### src/rtl/cbl_pkg.sv
// ---------------------------------------------------------------------------
// cbl_pkg -- shared types and constants for the core's pipeline control blocks.
//   hzd_state_t : hazard controller FSM states.
//   REG_ZERO    : index of the hard-wired zero register (never a hazard source).
//   BUB_CNT_W   : width of the load-use bubble down-counter (LOAD_BUBBLES <= 7).
//   hzd_ctrl_t  : bundle of per-stage stall/bubble/flush controls, for
//                 pipeline-register consumers.
// ---------------------------------------------------------------------------
package cbl_pkg;

  typedef enum logic [1:0] {
    RUN       = 2'd0,
    LOAD_WAIT = 2'd1,
    MC_WAIT   = 2'd2
  } hzd_state_t;

  localparam int REG_ZERO  = 0;
  localparam int BUB_CNT_W = 3;

  typedef struct packed {
    logic stall_f;
    logic stall_d;
    logic stall_e;
    logic stall_m;
    logic bubble_e;
    logic bubble_m;
    logic bubble_w;
    logic flush_d;
  } hzd_ctrl_t;

endpackage

### src/rtl/hzd_ctrl_if.sv
// ---------------------------------------------------------------------------
// hzd_ctrl_if -- signal bundle between the pipeline and the hazard controller.
//   master : pipeline side; drives the i_* hazard sources, reads the o_* controls.
//   slave  : hazard controller side.
// Parameters REG_SELECT / CNT_WIDTH must match the attached hzd_ctrl.
// ---------------------------------------------------------------------------
interface hzd_ctrl_if #(
  parameter int REG_SELECT = 5,
  parameter int CNT_WIDTH  = 32
);

  logic [REG_SELECT-1:0] i_reg_a_select_D;
  logic [REG_SELECT-1:0] i_reg_b_select_D;
  logic                  i_use_a_D;
  logic                  i_use_b_D;
  logic                  i_is_write_E;
  logic                  i_is_load_E;
  logic [REG_SELECT-1:0] i_reg_c_select_E;
  logic                  i_mc_start_E;
  logic                  i_mc_done;
  logic                  i_mem_busy;
  logic                  i_branch_taken_E;

  logic                  o_stall_F;
  logic                  o_stall_D;
  logic                  o_stall_E;
  logic                  o_stall_M;
  logic                  o_bubble_E;
  logic                  o_bubble_M;
  logic                  o_bubble_W;
  logic                  o_flush_D;
  logic                  o_mc_busy;
  logic [CNT_WIDTH-1:0]  o_stall_cnt;

  modport master (
    output i_reg_a_select_D, i_reg_b_select_D, i_use_a_D, i_use_b_D,
           i_is_write_E, i_is_load_E, i_reg_c_select_E,
           i_mc_start_E, i_mc_done, i_mem_busy, i_branch_taken_E,
    input  o_stall_F, o_stall_D, o_stall_E, o_stall_M,
           o_bubble_E, o_bubble_M, o_bubble_W, o_flush_D,
           o_mc_busy, o_stall_cnt
  );

  modport slave (
    input  i_reg_a_select_D, i_reg_b_select_D, i_use_a_D, i_use_b_D,
           i_is_write_E, i_is_load_E, i_reg_c_select_E,
           i_mc_start_E, i_mc_done, i_mem_busy, i_branch_taken_E,
    output o_stall_F, o_stall_D, o_stall_E, o_stall_M,
           o_bubble_E, o_bubble_M, o_bubble_W, o_flush_D,
           o_mc_busy, o_stall_cnt
  );

endinterface

### src/rtl/hzd_ctrl_sat_cnt.sv
// ---------------------------------------------------------------------------
// sat_cnt -- saturating up-counter for performance counters.
//   i_clk   : clock
//   i_rst_n : asynchronous active-low reset, clears the count
//   i_inc   : count this edge
//   o_count : current count, sticks at all-ones
// ---------------------------------------------------------------------------
module sat_cnt #(
  parameter int WIDTH = 32
) (
  input  logic             i_clk,
  input  logic             i_rst_n,
  input  logic             i_inc,
  output logic [WIDTH-1:0] o_count
);

  logic [WIDTH-1:0] count_d;
  logic [WIDTH-1:0] count_q;

  always_comb begin
    count_d = count_q;
    if (i_inc && (count_q != {WIDTH{1'b1}})) begin
      count_d = count_q + {{(WIDTH-1){1'b0}}, 1'b1};
    end
  end

  always_ff @(posedge i_clk or negedge i_rst_n) begin
    if (!i_rst_n) begin
      count_q <= '0;
    end else begin
      count_q <= count_d;
    end
  end

  assign o_count = count_q;

endmodule

### src/rtl/hzd_ctrl.sv
// ---------------------------------------------------------------------------
// hzd_ctrl -- pipeline hazard controller for the 5-stage core (F D E M W).
// Handles the hazards forwarding cannot: load-use, multi-cycle EX ops,
// data-memory wait and taken-branch squash.
//   i_clk   : clock
//   i_rst_n : asynchronous active-low reset
//   bus     : hzd_ctrl_if.slave
//     inputs : D sources/use flags, E rd/write/load, mc start/done,
//              mem busy, branch taken
//     outputs: stall F/D/E/M, bubble E/M/W, flush D, mc busy, stall count
// All controls are combinational from the inputs and the registered state.
// Priority: mem_busy > multi-cycle > branch > load-use.
// ---------------------------------------------------------------------------
module hzd_ctrl
  import cbl_pkg::*;
#(
  parameter int REG_SELECT   = 5,
  parameter int LOAD_BUBBLES = 1,
  parameter int CNT_WIDTH    = 32
) (
  input  logic        i_clk,
  input  logic        i_rst_n,
  hzd_ctrl_if.slave   bus
);

  hzd_state_t           state_d,     state_q;
  logic [BUB_CNT_W-1:0] bub_cnt_d,   bub_cnt_q;
  logic                 done_seen_d, done_seen_q;
  hzd_ctrl_t            ctrl;
  logic                 load_use;

  // Register 0 is hard-wired, so a load targeting it never creates a hazard.
  always_comb begin
    load_use = 1'b0;
    if (bus.i_is_load_E && bus.i_is_write_E &&
        (bus.i_reg_c_select_E != REG_SELECT'(REG_ZERO))) begin
      load_use = (bus.i_use_a_D && (bus.i_reg_a_select_D == bus.i_reg_c_select_E)) ||
                 (bus.i_use_b_D && (bus.i_reg_b_select_D == bus.i_reg_c_select_E));
    end
  end

  always_comb begin
    ctrl        = '0;
    state_d     = state_q;
    bub_cnt_d   = bub_cnt_q;
    done_seen_d = done_seen_q;

    if (bus.i_mem_busy) begin
      // Whole-pipe freeze: W gets a bubble because M cannot deliver a result.
      ctrl.stall_f  = 1'b1;
      ctrl.stall_d  = 1'b1;
      ctrl.stall_e  = 1'b1;
      ctrl.stall_m  = 1'b1;
      ctrl.bubble_w = 1'b1;
      // Remember a done pulse that lands during the freeze.
      if ((state_q == MC_WAIT) && bus.i_mc_done) begin
        done_seen_d = 1'b1;
      end
    end else begin
      unique case (state_q)
        RUN: begin
          if (bus.i_mc_start_E && !bus.i_mc_done) begin
            ctrl.stall_f  = 1'b1;
            ctrl.stall_d  = 1'b1;
            ctrl.stall_e  = 1'b1;
            ctrl.bubble_m = 1'b1;
            state_d       = MC_WAIT;
          end else if (bus.i_mc_start_E) begin
            // Result ready in the start cycle: nothing to hold.
          end else if (bus.i_branch_taken_E) begin
            // The D instruction is squashed, so its load-use hazard is moot.
            ctrl.flush_d  = 1'b1;
            ctrl.bubble_e = 1'b1;
          end else if (load_use) begin
            ctrl.stall_f  = 1'b1;
            ctrl.stall_d  = 1'b1;
            ctrl.bubble_e = 1'b1;
            if (LOAD_BUBBLES > 1) begin
              bub_cnt_d = BUB_CNT_W'(LOAD_BUBBLES - 1);
              state_d   = LOAD_WAIT;
            end
          end
        end

        LOAD_WAIT: begin
          ctrl.stall_f  = 1'b1;
          ctrl.stall_d  = 1'b1;
          ctrl.bubble_e = 1'b1;
          bub_cnt_d     = bub_cnt_q - 1'b1;
          if (bub_cnt_q == BUB_CNT_W'(1)) begin
            state_d = RUN;
          end
        end

        MC_WAIT: begin
          if (bus.i_mc_done || done_seen_q) begin
            done_seen_d = 1'b0;
            state_d     = RUN;
          end else begin
            ctrl.stall_f  = 1'b1;
            ctrl.stall_d  = 1'b1;
            ctrl.stall_e  = 1'b1;
            ctrl.bubble_m = 1'b1;
          end
        end

        default: begin
          state_d = RUN;
        end
      endcase
    end
  end

  always_ff @(posedge i_clk or negedge i_rst_n) begin
    if (!i_rst_n) begin
      state_q     <= RUN;
      bub_cnt_q   <= '0;
      done_seen_q <= 1'b0;
    end else begin
      state_q     <= state_d;
      bub_cnt_q   <= bub_cnt_d;
      done_seen_q <= done_seen_d;
    end
  end

  assign bus.o_stall_F  = ctrl.stall_f;
  assign bus.o_stall_D  = ctrl.stall_d;
  assign bus.o_stall_E  = ctrl.stall_e;
  assign bus.o_stall_M  = ctrl.stall_m;
  assign bus.o_bubble_E = ctrl.bubble_e;
  assign bus.o_bubble_M = ctrl.bubble_m;
  assign bus.o_bubble_W = ctrl.bubble_w;
  assign bus.o_flush_D  = ctrl.flush_d;
  assign bus.o_mc_busy  = (state_q == MC_WAIT);

  sat_cnt #(
    .WIDTH (CNT_WIDTH)
  ) u_stall_cnt (
    .i_clk   (i_clk),
    .i_rst_n (i_rst_n),
    .i_inc   (ctrl.stall_f),
    .o_count (bus.o_stall_cnt)
  );

endmodule

### src/flat_wrapper.sv
// flat-port wrapper written by rule: the top's interface ports become plain ports
module hzd_ctrl_flat import cbl_pkg::*;
#(
  parameter int REG_SELECT   = 5,
  parameter int LOAD_BUBBLES = 1,
  parameter int CNT_WIDTH    = 32
)
  (i_clk, i_rst_n, bus_i_reg_a_select_D, bus_i_reg_b_select_D, bus_i_use_a_D, bus_i_use_b_D, bus_i_is_write_E, bus_i_is_load_E, bus_i_reg_c_select_E, bus_i_mc_start_E, bus_i_mc_done, bus_i_mem_busy, bus_i_branch_taken_E, bus_o_stall_F, bus_o_stall_D, bus_o_stall_E, bus_o_stall_M, bus_o_bubble_E, bus_o_bubble_M, bus_o_bubble_W, bus_o_flush_D, bus_o_mc_busy, bus_o_stall_cnt);
  hzd_ctrl_if #(.REG_SELECT(REG_SELECT), .CNT_WIDTH(CNT_WIDTH)) bus_i ();
  input  logic i_clk;
  input  logic i_rst_n;
  input wire logic [$bits(bus_i.i_reg_a_select_D)-1:0] bus_i_reg_a_select_D;
  input wire logic [$bits(bus_i.i_reg_b_select_D)-1:0] bus_i_reg_b_select_D;
  input wire logic [$bits(bus_i.i_use_a_D)-1:0] bus_i_use_a_D;
  input wire logic [$bits(bus_i.i_use_b_D)-1:0] bus_i_use_b_D;
  input wire logic [$bits(bus_i.i_is_write_E)-1:0] bus_i_is_write_E;
  input wire logic [$bits(bus_i.i_is_load_E)-1:0] bus_i_is_load_E;
  input wire logic [$bits(bus_i.i_reg_c_select_E)-1:0] bus_i_reg_c_select_E;
  input wire logic [$bits(bus_i.i_mc_start_E)-1:0] bus_i_mc_start_E;
  input wire logic [$bits(bus_i.i_mc_done)-1:0] bus_i_mc_done;
  input wire logic [$bits(bus_i.i_mem_busy)-1:0] bus_i_mem_busy;
  input wire logic [$bits(bus_i.i_branch_taken_E)-1:0] bus_i_branch_taken_E;
  output wire logic [$bits(bus_i.o_stall_F)-1:0] bus_o_stall_F;
  output wire logic [$bits(bus_i.o_stall_D)-1:0] bus_o_stall_D;
  output wire logic [$bits(bus_i.o_stall_E)-1:0] bus_o_stall_E;
  output wire logic [$bits(bus_i.o_stall_M)-1:0] bus_o_stall_M;
  output wire logic [$bits(bus_i.o_bubble_E)-1:0] bus_o_bubble_E;
  output wire logic [$bits(bus_i.o_bubble_M)-1:0] bus_o_bubble_M;
  output wire logic [$bits(bus_i.o_bubble_W)-1:0] bus_o_bubble_W;
  output wire logic [$bits(bus_i.o_flush_D)-1:0] bus_o_flush_D;
  output wire logic [$bits(bus_i.o_mc_busy)-1:0] bus_o_mc_busy;
  output wire logic [$bits(bus_i.o_stall_cnt)-1:0] bus_o_stall_cnt;
  assign bus_i.i_reg_a_select_D = bus_i_reg_a_select_D;
  assign bus_i.i_reg_b_select_D = bus_i_reg_b_select_D;
  assign bus_i.i_use_a_D = bus_i_use_a_D;
  assign bus_i.i_use_b_D = bus_i_use_b_D;
  assign bus_i.i_is_write_E = bus_i_is_write_E;
  assign bus_i.i_is_load_E = bus_i_is_load_E;
  assign bus_i.i_reg_c_select_E = bus_i_reg_c_select_E;
  assign bus_i.i_mc_start_E = bus_i_mc_start_E;
  assign bus_i.i_mc_done = bus_i_mc_done;
  assign bus_i.i_mem_busy = bus_i_mem_busy;
  assign bus_i.i_branch_taken_E = bus_i_branch_taken_E;
  assign bus_o_stall_F = bus_i.o_stall_F;
  assign bus_o_stall_D = bus_i.o_stall_D;
  assign bus_o_stall_E = bus_i.o_stall_E;
  assign bus_o_stall_M = bus_i.o_stall_M;
  assign bus_o_bubble_E = bus_i.o_bubble_E;
  assign bus_o_bubble_M = bus_i.o_bubble_M;
  assign bus_o_bubble_W = bus_i.o_bubble_W;
  assign bus_o_flush_D = bus_i.o_flush_D;
  assign bus_o_mc_busy = bus_i.o_mc_busy;
  assign bus_o_stall_cnt = bus_i.o_stall_cnt;
  hzd_ctrl #(.REG_SELECT(REG_SELECT), .LOAD_BUBBLES(LOAD_BUBBLES), .CNT_WIDTH(CNT_WIDTH)) u_core (.i_clk(i_clk), .i_rst_n(i_rst_n), .bus(bus_i));
endmodule
### config.mk
export PLATFORM = sky130hd
export DESIGN_NAME = hzd_ctrl_flat
export DESIGN_NICKNAME = d
export VERILOG_FILES = /design/src/rtl/cbl_pkg.sv /design/src/rtl/hzd_ctrl_if.sv /design/src/rtl/hzd_ctrl_sat_cnt.sv /design/src/rtl/hzd_ctrl.sv /design/src/flat_wrapper.sv
export SDC_FILE = /design/constraint.sdc
export NUM_CORES = 1
export LEC_CHECK = 0
export ABC_CLOCK_PERIOD_IN_PS = 2870
export CORE_MARGIN = 2
export CORE_UTILIZATION = 48
export DETAILED_ROUTE_END_ITERATION = 10
export MAX_ROUTING_LAYER = met4
export PLACE_DENSITY = 0.94
export SYNTH_ARGS = -nofsm -noshare
export SYNTH_HDL_FRONTEND = slang
export SYNTH_SLANG_ARGS = --single-unit
### constraint.sdc
create_clock -name i_clk -period 2.87 [get_ports i_clk]
set_clock_uncertainty 0.05 [all_clocks]
set_input_delay 0.574 -clock i_clk [delete_from_list [all_inputs] [get_ports i_clk]]
set_output_delay 0.574 -clock i_clk [all_outputs]
set_load 0.03 [all_outputs]
==> results.ini, run 1 <==
[sta]
worst_slack_ps = 68.76
drv_slew = 0
min_period_over_period = 0.9760
slew-limit-headroom = 0.7247
final-hold-violation-count = 0
finalSetupViolCount = 0
max_freq_ghz = 0.3570
period_minus_slack_ps = 2801
holdWs_ps = 444.3
tightest_slew_ps = 413.0

[final_layout]
area_growth_pct = 43.42
fin_cells = 291
drive_gt1_frac = 0.09053
fin_nets = 269
diodes = 0

[yosys]
synth_top_area_share = 0.4709
yosysWarnings = 0
synth_area_leaders = dfrtp_1 (47%), xnor2_1 (13%), xor2_1 (6.8%)
syn-cell-area_um2 = 1807
synth-edff-count = 0
synthDistinctLibCells = 34
avgSynthCellArea_um2 = 10.57
yosysTopAreaCell = dfrtp_1
synth_nets = 197
synth-seq-area-share = 0.4709
async_reset_ff_frac = 1.000
postSynthCellCount = 171
ys_seq_elements = 34
synthFlopType = dfrtp_1

[floorplan]
io_pins = 66
initial_core_util = 0.4972
core_um2 = 3633
die_w_um = 65.35
die_area_um2 = 4271
die_h_um = 65.35
fp-row-count = 22

[clocking]
path_clk_slew_ps = 60
htreeDepth = 2
cts_max_path_buffers = 2
clockRootBuffer = clkbuf_8
clock-sinks = 34
clk_latency_ps = 280
cts_tree = done
cts_buffers = 5

[critical_path]
startpoint_type = input port
arrival_ps = 2180
worstPathRequired_ps = 2250
crit_fanout = 3
worstRegToRegCells = 6
critical_path_class = in -> out
cp-end-kind = primary output

[pwr]
powerDensity_nw_per_um2 = 523.4
ir_drop_mv = 0.6342
p_total_mw = 1.356
p_leak_nw = 1.122

[hold_path]
hold_path_depth = 1
worstHoldPathType = reg -> reg

[route]
wl_mm = 4.201
via_per_inst = 5.247
num_vias = 1527
drc_errors = 0
final_antenna_net_count = 0
drtIter0Drc = 30
dr.pass1.iters = 4
wl_per_cell_um = 14.44

[global_route]
grt_pass1_vias = 1494
grt_use_total = 0.2165
grt_pass1_wl_mm = 6.727
grt_overflow = 0
grt_max_degree = 35
antenna_found_initial = 0

[placement]
place.gp.congestion = 0.7767
pre_cts_ws_ps = -12.77
placed_cells = 282
port_buffers = 65
dp_hpwl_mm = 3.070

[status]
outcome = finished, final reports clean

[flow_run]
maxCapViolations = 0

## registers in the layout (all words and copies together), names as in the netlist
| name | count |
|---|---|
| u_core.done_seen_q | 1 |
| u_core.state_q | 1 |
| u_core.u_stall_cnt.o_count | 32 |
## layer usage
| metal | share of wire | wire (um) | GRT usage | vias up |
|---|---|---|---|---|
| met5 | 0 | 0 | - | - |
| met4 | 0.016 | 67 | 0.07813 | 0 |
| met3 | 0.091 | 381 | 0.07534 | 5 |
| met2 | 0.48 | 2013 | 0.3597 | 54 |
| met1 | 0.41 | 1739 | 0.2427 | 730 |
| li1 | - | - | - | 738 |
## synth_stat cells (2+ instances only)
cell	number
a21oi_1	3
nand2b_1	3
nand4_1	10
dfrtp_1	34
o21ai_0	2
buf_4	4
nor3_2	2
nor4_1	2
nand2_1	8
and4_1	2
nor2_1	8
inv_1	5
nand3_1	14
and2_1	4
xnor2_1	27
and3_1	12
xor2_1	14
## logic make-up (layout without fill, tap and decap cells)
group,Yosys count,after routing,synth area share
fa+ha+maj,1,1,0.006924
flops,34,34,0.4709
simple gates,71,71,0.2341
xor+xnor,41,41,0.1988
mux,1,1,0.008308
buf+inv,12,84,0.03739
compound gates,11,11,0.04363
## critical path: stages
cell and delay [ps]:
clkdlybuf4s50_1 460, xor2_1 180, nor4_1 270, a32oi_1 150, nand2b_1 160, a21boi_0 190, buf_4 190
## final cells by class
cell class	count	area [um^2]
clock buffers	7	76.32
fillers	282	1042
inverters	6	22.52
multi-input cells	125	888.4
flip-flops and latches	34	850.8
well taps	48	60.06
repair buffers	71	693.2
## cells in the final DEF, fill, tap and decap left out
master            n
and3_1           12
and4_1            2
clkdlybuf4s50_1  60
nand3_1          14
clkbuf_1          2
ha_1              1
o31a_2            1
buf_4             9
inv_1             5
nand2_1           8
clkbuf_8          5
nor3_1            1
a32oi_1           1
nand3_2           1
dfrtp_1          34
o21ai_2           1
xor2_1           14
nor3b_4           1
xnor2_1          27
o311a_1           1
nand2b_1          3
clkinv_1          1
a21boi_0          1
and2_0            1
nand4b_2          1
a21oi_1           3
nor4_1            2
nor3_2            2
o21ai_0           2
and2_1            4
dlymetal6s2s_1    2
o41ai_1           1
nand4_1          10
nor2_1            8
mux2_4            1
or3_1             1
## where the power goes
| group | internal [mW] | switching (mW) | total, mW |
|---|---|---|---|
| Clock | 0.167 | 0.159 | 0.326 |
| Sequential | 0.535 | 0.0691 | 0.604 |
| Combinational | 0.209 | 0.217 | 0.426 |
## metrics by stage
stage / cell area [um^2] / utilization / setup TNS [ps]
4_1_cts: 2571 / 0.7076 / 0
2_1_floorplan: 1807 / - / 0
5_1_grt: 2591 / 0.7132 / -66.86
6_report: 2591 / 0.7132 / 0
3_3_place_gp: 2495 / 0.6866 / 0
3_5_place_dp: 2495 / 0.6866 / -12.77
## path summary, 6_finish.rpt
kind / start / to / slack (ps)
min in group asynchronous: i_rst_n / u_core.u_stall_cnt.o_count[11] / 640
hold reg to reg: u_core.u_stall_cnt.o_count[15] / u_core.u_stall_cnt.o_count[15] / 440
setup / recovery: bus_i_reg_c_select_E[1] / bus_o_bubble_E / 70
max in group asynchronous: i_rst_n / u_core.u_stall_cnt.o_count[7] / 1830
setup reg to reg: u_core.u_stall_cnt.o_count[8] / u_core.u_stall_cnt.o_count[1] / 770
hold / removal: u_core.u_stall_cnt.o_count[15] / u_core.u_stall_cnt.o_count[15] / 440
## timing repair
item | 4_1_cts | 5_1_grt
endpoints found under the setup margin | 0 | 4
buffers inserted | 0 | 2
gates resized for setup | 0 | 2
hold buffers | 0 | 0
No activity file was read; power rests on OpenSTA's default activity.
==> run 2: changes to the inputs <==
--- a/config.mk
+++ b/config.mk
@@ -11,4 +11,4 @@
 export DETAILED_ROUTE_END_ITERATION = 10
-export MAX_ROUTING_LAYER = met4
 export PLACE_DENSITY = 0.94
+export SLEW_MARGIN = 40
 export SYNTH_ARGS = -nofsm -noshare
--- a/constraint.sdc
+++ b/constraint.sdc
@@ -4,2 +4,2 @@
 set_output_delay 0.574 -clock i_clk [all_outputs]
-set_load 0.03 [all_outputs]
+set_load 0.05 [all_outputs]
==> run 2 against run 1 <==
Effect of this change: non-clock buffer count unchanged; count of clock-buffer cells in the layout increased by 1; flip-flop and latch count unchanged; critical path type unchanged; largest cell class unchanged; largest power group unchanged; highest routed layer unchanged.
==> results.ini, run 2 (synthesized netlist as in run 1, its figures left out) <==
[critical_path]
worstRegToRegCells = 7  ; +1
r2r-start = u_core.u_stall_cnt.o_count[8]
worstPathRequired_ps = 2250  ; about the same
crit_fanout = 5  ; +2
path_cells = clkdlybuf4s50_1 > or3_1 > o311a_1 > nand4_1 > o21ai_2 > buf_4 > buf_12
worstReg2RegEnd = u_core.u_stall_cnt.o_count[25]
cp-end-kind = primary output
arrival_ps = 2190  ; about the same
crit_slowest_cell = clkdlybuf4s50_1
startpoint_type = input port
critical_path_class = in -> out
r2r_slack_ps = 750  ; -20 ps
cp_slowest_stage_delay_ps = 460  ; about the same

[route]
via_per_inst = 5.253  ; +0.11%
final_antenna_net_count = 0  ; unchanged
num_vias = 1534  ; +0.46%
wl_per_cell_um = 14.64  ; +1.4%
wl_mm = 4.275  ; +1.8%
drc_errors = 0  ; unchanged
drtIter0Drc = 33  ; +10%
dr.pass1.iters = 4  ; unchanged

[floorplan]
initial_core_util = 0.4972  ; unchanged
core_um2 = 3633  ; unchanged
die_w_um = 65.35  ; unchanged
fp-row-count = 22  ; unchanged
io_pins = 66  ; unchanged
die_h_um = 65.35  ; unchanged
die_area_um2 = 4271  ; unchanged

[pwr]
p_leak_nw = 1.172  ; +4.5%
p_comb_frac = 0.347  ; +0.033
seqPwrFrac = 0.389  ; -0.056
ir_drop_mv = 0.5425  ; -14%
internal_power_mw = 1.004  ; +10%
switching_power_mw = 0.5473  ; +23%
powerDensity_nw_per_um2 = 572.8  ; +9.4%
power_switching_share = 0.3527  ; +0.02394
pwr-share-clk = 0.263  ; +0.023
p_total_mw = 1.552  ; +14%

[global_route]
grt_overflow = 0  ; unchanged
grt_use_total = 0.2110  ; -0.005402
grt_pass1_wl_mm = 6.824  ; +1.4%
antenna_found_initial = 0  ; unchanged
grt_max_degree = 35  ; unchanged
grt_pass1_vias = 1489  ; -0.33%

[clocking]
cts_max_path_buffers = 2  ; unchanged
cts_buffers = 5  ; unchanged
post-cts-setup-buffers = 0  ; unchanged
clock-sinks = 34  ; unchanged
path_clk_slew_ps = 60  ; about the same
postCtsHoldBufs = 0  ; unchanged
clk_latency_ps = 290  ; about the same
clockRootBuffer = clkbuf_8
cts_tree = done
htreeDepth = 2  ; unchanged

[placement]
port_buffers = 65  ; unchanged
pre_cts_ws_ps = -26.72  ; -13.95 ps
place.gp.congestion = 0.7271  ; -6.4%
dp_hpwl_mm = 3.291  ; +7.2%

[final_layout]
final_common_cell = clkdlybuf4s50_1
fin_nets = 269  ; unchanged
largest_reg_flops = 32  ; unchanged
diodes = 0  ; unchanged
layout_common_cells = clkdlybuf4s50_1 (54), dfrtp_1 (34), xnor2_1 (27)
area_growth_pct = 49.93
drive_gt1_frac = 0.1311  ; +0.04061

[flow_run]
maxCapViolations = 0  ; unchanged

[sta]
slew-limit-headroom = 0.6452  ; -0.07951
tightest_slew_ps = 530.6  ; +117.6 ps
max_freq_ghz = 0.3554  ; -0.45%
finalSetupViolCount = 0  ; unchanged
drv_slew = 0  ; unchanged
period_minus_slack_ps = 2814  ; +12.76 ps
worst_slack_ps = 56.00  ; -12.76 ps
min_period_over_period = 0.9805  ; +0.004445
final-hold-violation-count = 0  ; unchanged

[hold_path]
hold_path_startpoint = u_core.u_stall_cnt.o_count[16]
min_to = u_core.u_stall_cnt.o_count[16]
hold_path_depth = 1  ; unchanged
worstHoldPathType = reg -> reg

[status]
outcome = finished, final reports clean

run 2: cell count changes in the layout (fill, tap and decap cells not counted):
cell	change
buf_12	+7
clkdlybuf4s50_1	-6
clkbuf_8	+3
buf_4	-2
clkbuf_1	-2
a21boi_0	-1
a21boi_2	+1
dlygate4sd2_1	+1
nor4_1	-1
nor4_2	+1
run 2: worst max-delay path, delay by kind of cell:
kind            cells  cell delay (ps)
buf+inv             3              780
simple gates        2              450
compound gates      2              370
run 2: metrics by stage:
step	TNS (ps)	hold WS, ps	instances	area [um^2]	util
finish	0	450.5	292	2709	0.7455
global route	-1.376	473.6	292	2709	0.7455
CTS	0	453.7	292	2698	0.7424
detailed placement	-43.45	440.4	284	2585	0.7114
global placement	0	425.9	284	2585	0.7114
floorplan	0	228.4	171	1807	-
run 2: worst max-delay path by stage:
stage	start	end	slack (ps)	cells after the start
6_report	bus_i_reg_c_select_E[3]	bus_o_stall_F	60	7
5_1_grt	bus_i_reg_a_select_D[1]	bus_o_bubble_E	-1	7
4_1_cts	bus_i_reg_c_select_E[3]	bus_o_bubble_E	40	7
3_5_place_dp	bus_i_reg_c_select_E[3]	bus_o_bubble_E	-30	7
3_3_place_gp	bus_i_reg_c_select_E[1]	bus_o_stall_F	20	7
2_1_floorplan	bus_i_reg_c_select_E[3]	bus_o_bubble_E	200	5
run 2: power by group through the flow:
stage          logic, mW  registers [mW]  clock network (mW)
2_1_floorplan      0.166           0.767                   0
3_3_place_gp       0.531           0.610                   0
3_5_place_dp       0.541           0.611                   0
4_1_cts            0.543           0.603               0.418
5_1_grt            0.571           0.612               0.445
6_report           0.539           0.604               0.408
run 2: layout make-up:
type,instances,area [um^2]
multi-input combinational,125,898.4
clock buffer,8,110.1
inverter,6,22.52
timing repair buffer,71,767.0
sequential,34,850.8
tap,48,60.06
fill,251,924.6
run 2: what timing repair did:
action,4_1_cts,5_1_grt
endpoints found under the setup margin,3,3
pin swaps,0,3
gates resized for setup,2,3
run 2: routing by layer:
metal	part of all wire	vias up	global-route usage	routed length, um
li1	-	736	-	-
met1	0.40	732	0.2368	1722
met2	0.49	60	0.3737	2108
met3	0.095	6	0.07534	407
met4	0.0084	0	0.06510	36
met5	0	-	0	0
==> run 3: changes to the inputs <==
CTS_CLUSTER_SIZE = 24   (was not set)
==> results of run 3 <==
The final DEF is identical to that of run 2; final timing and power are the same.
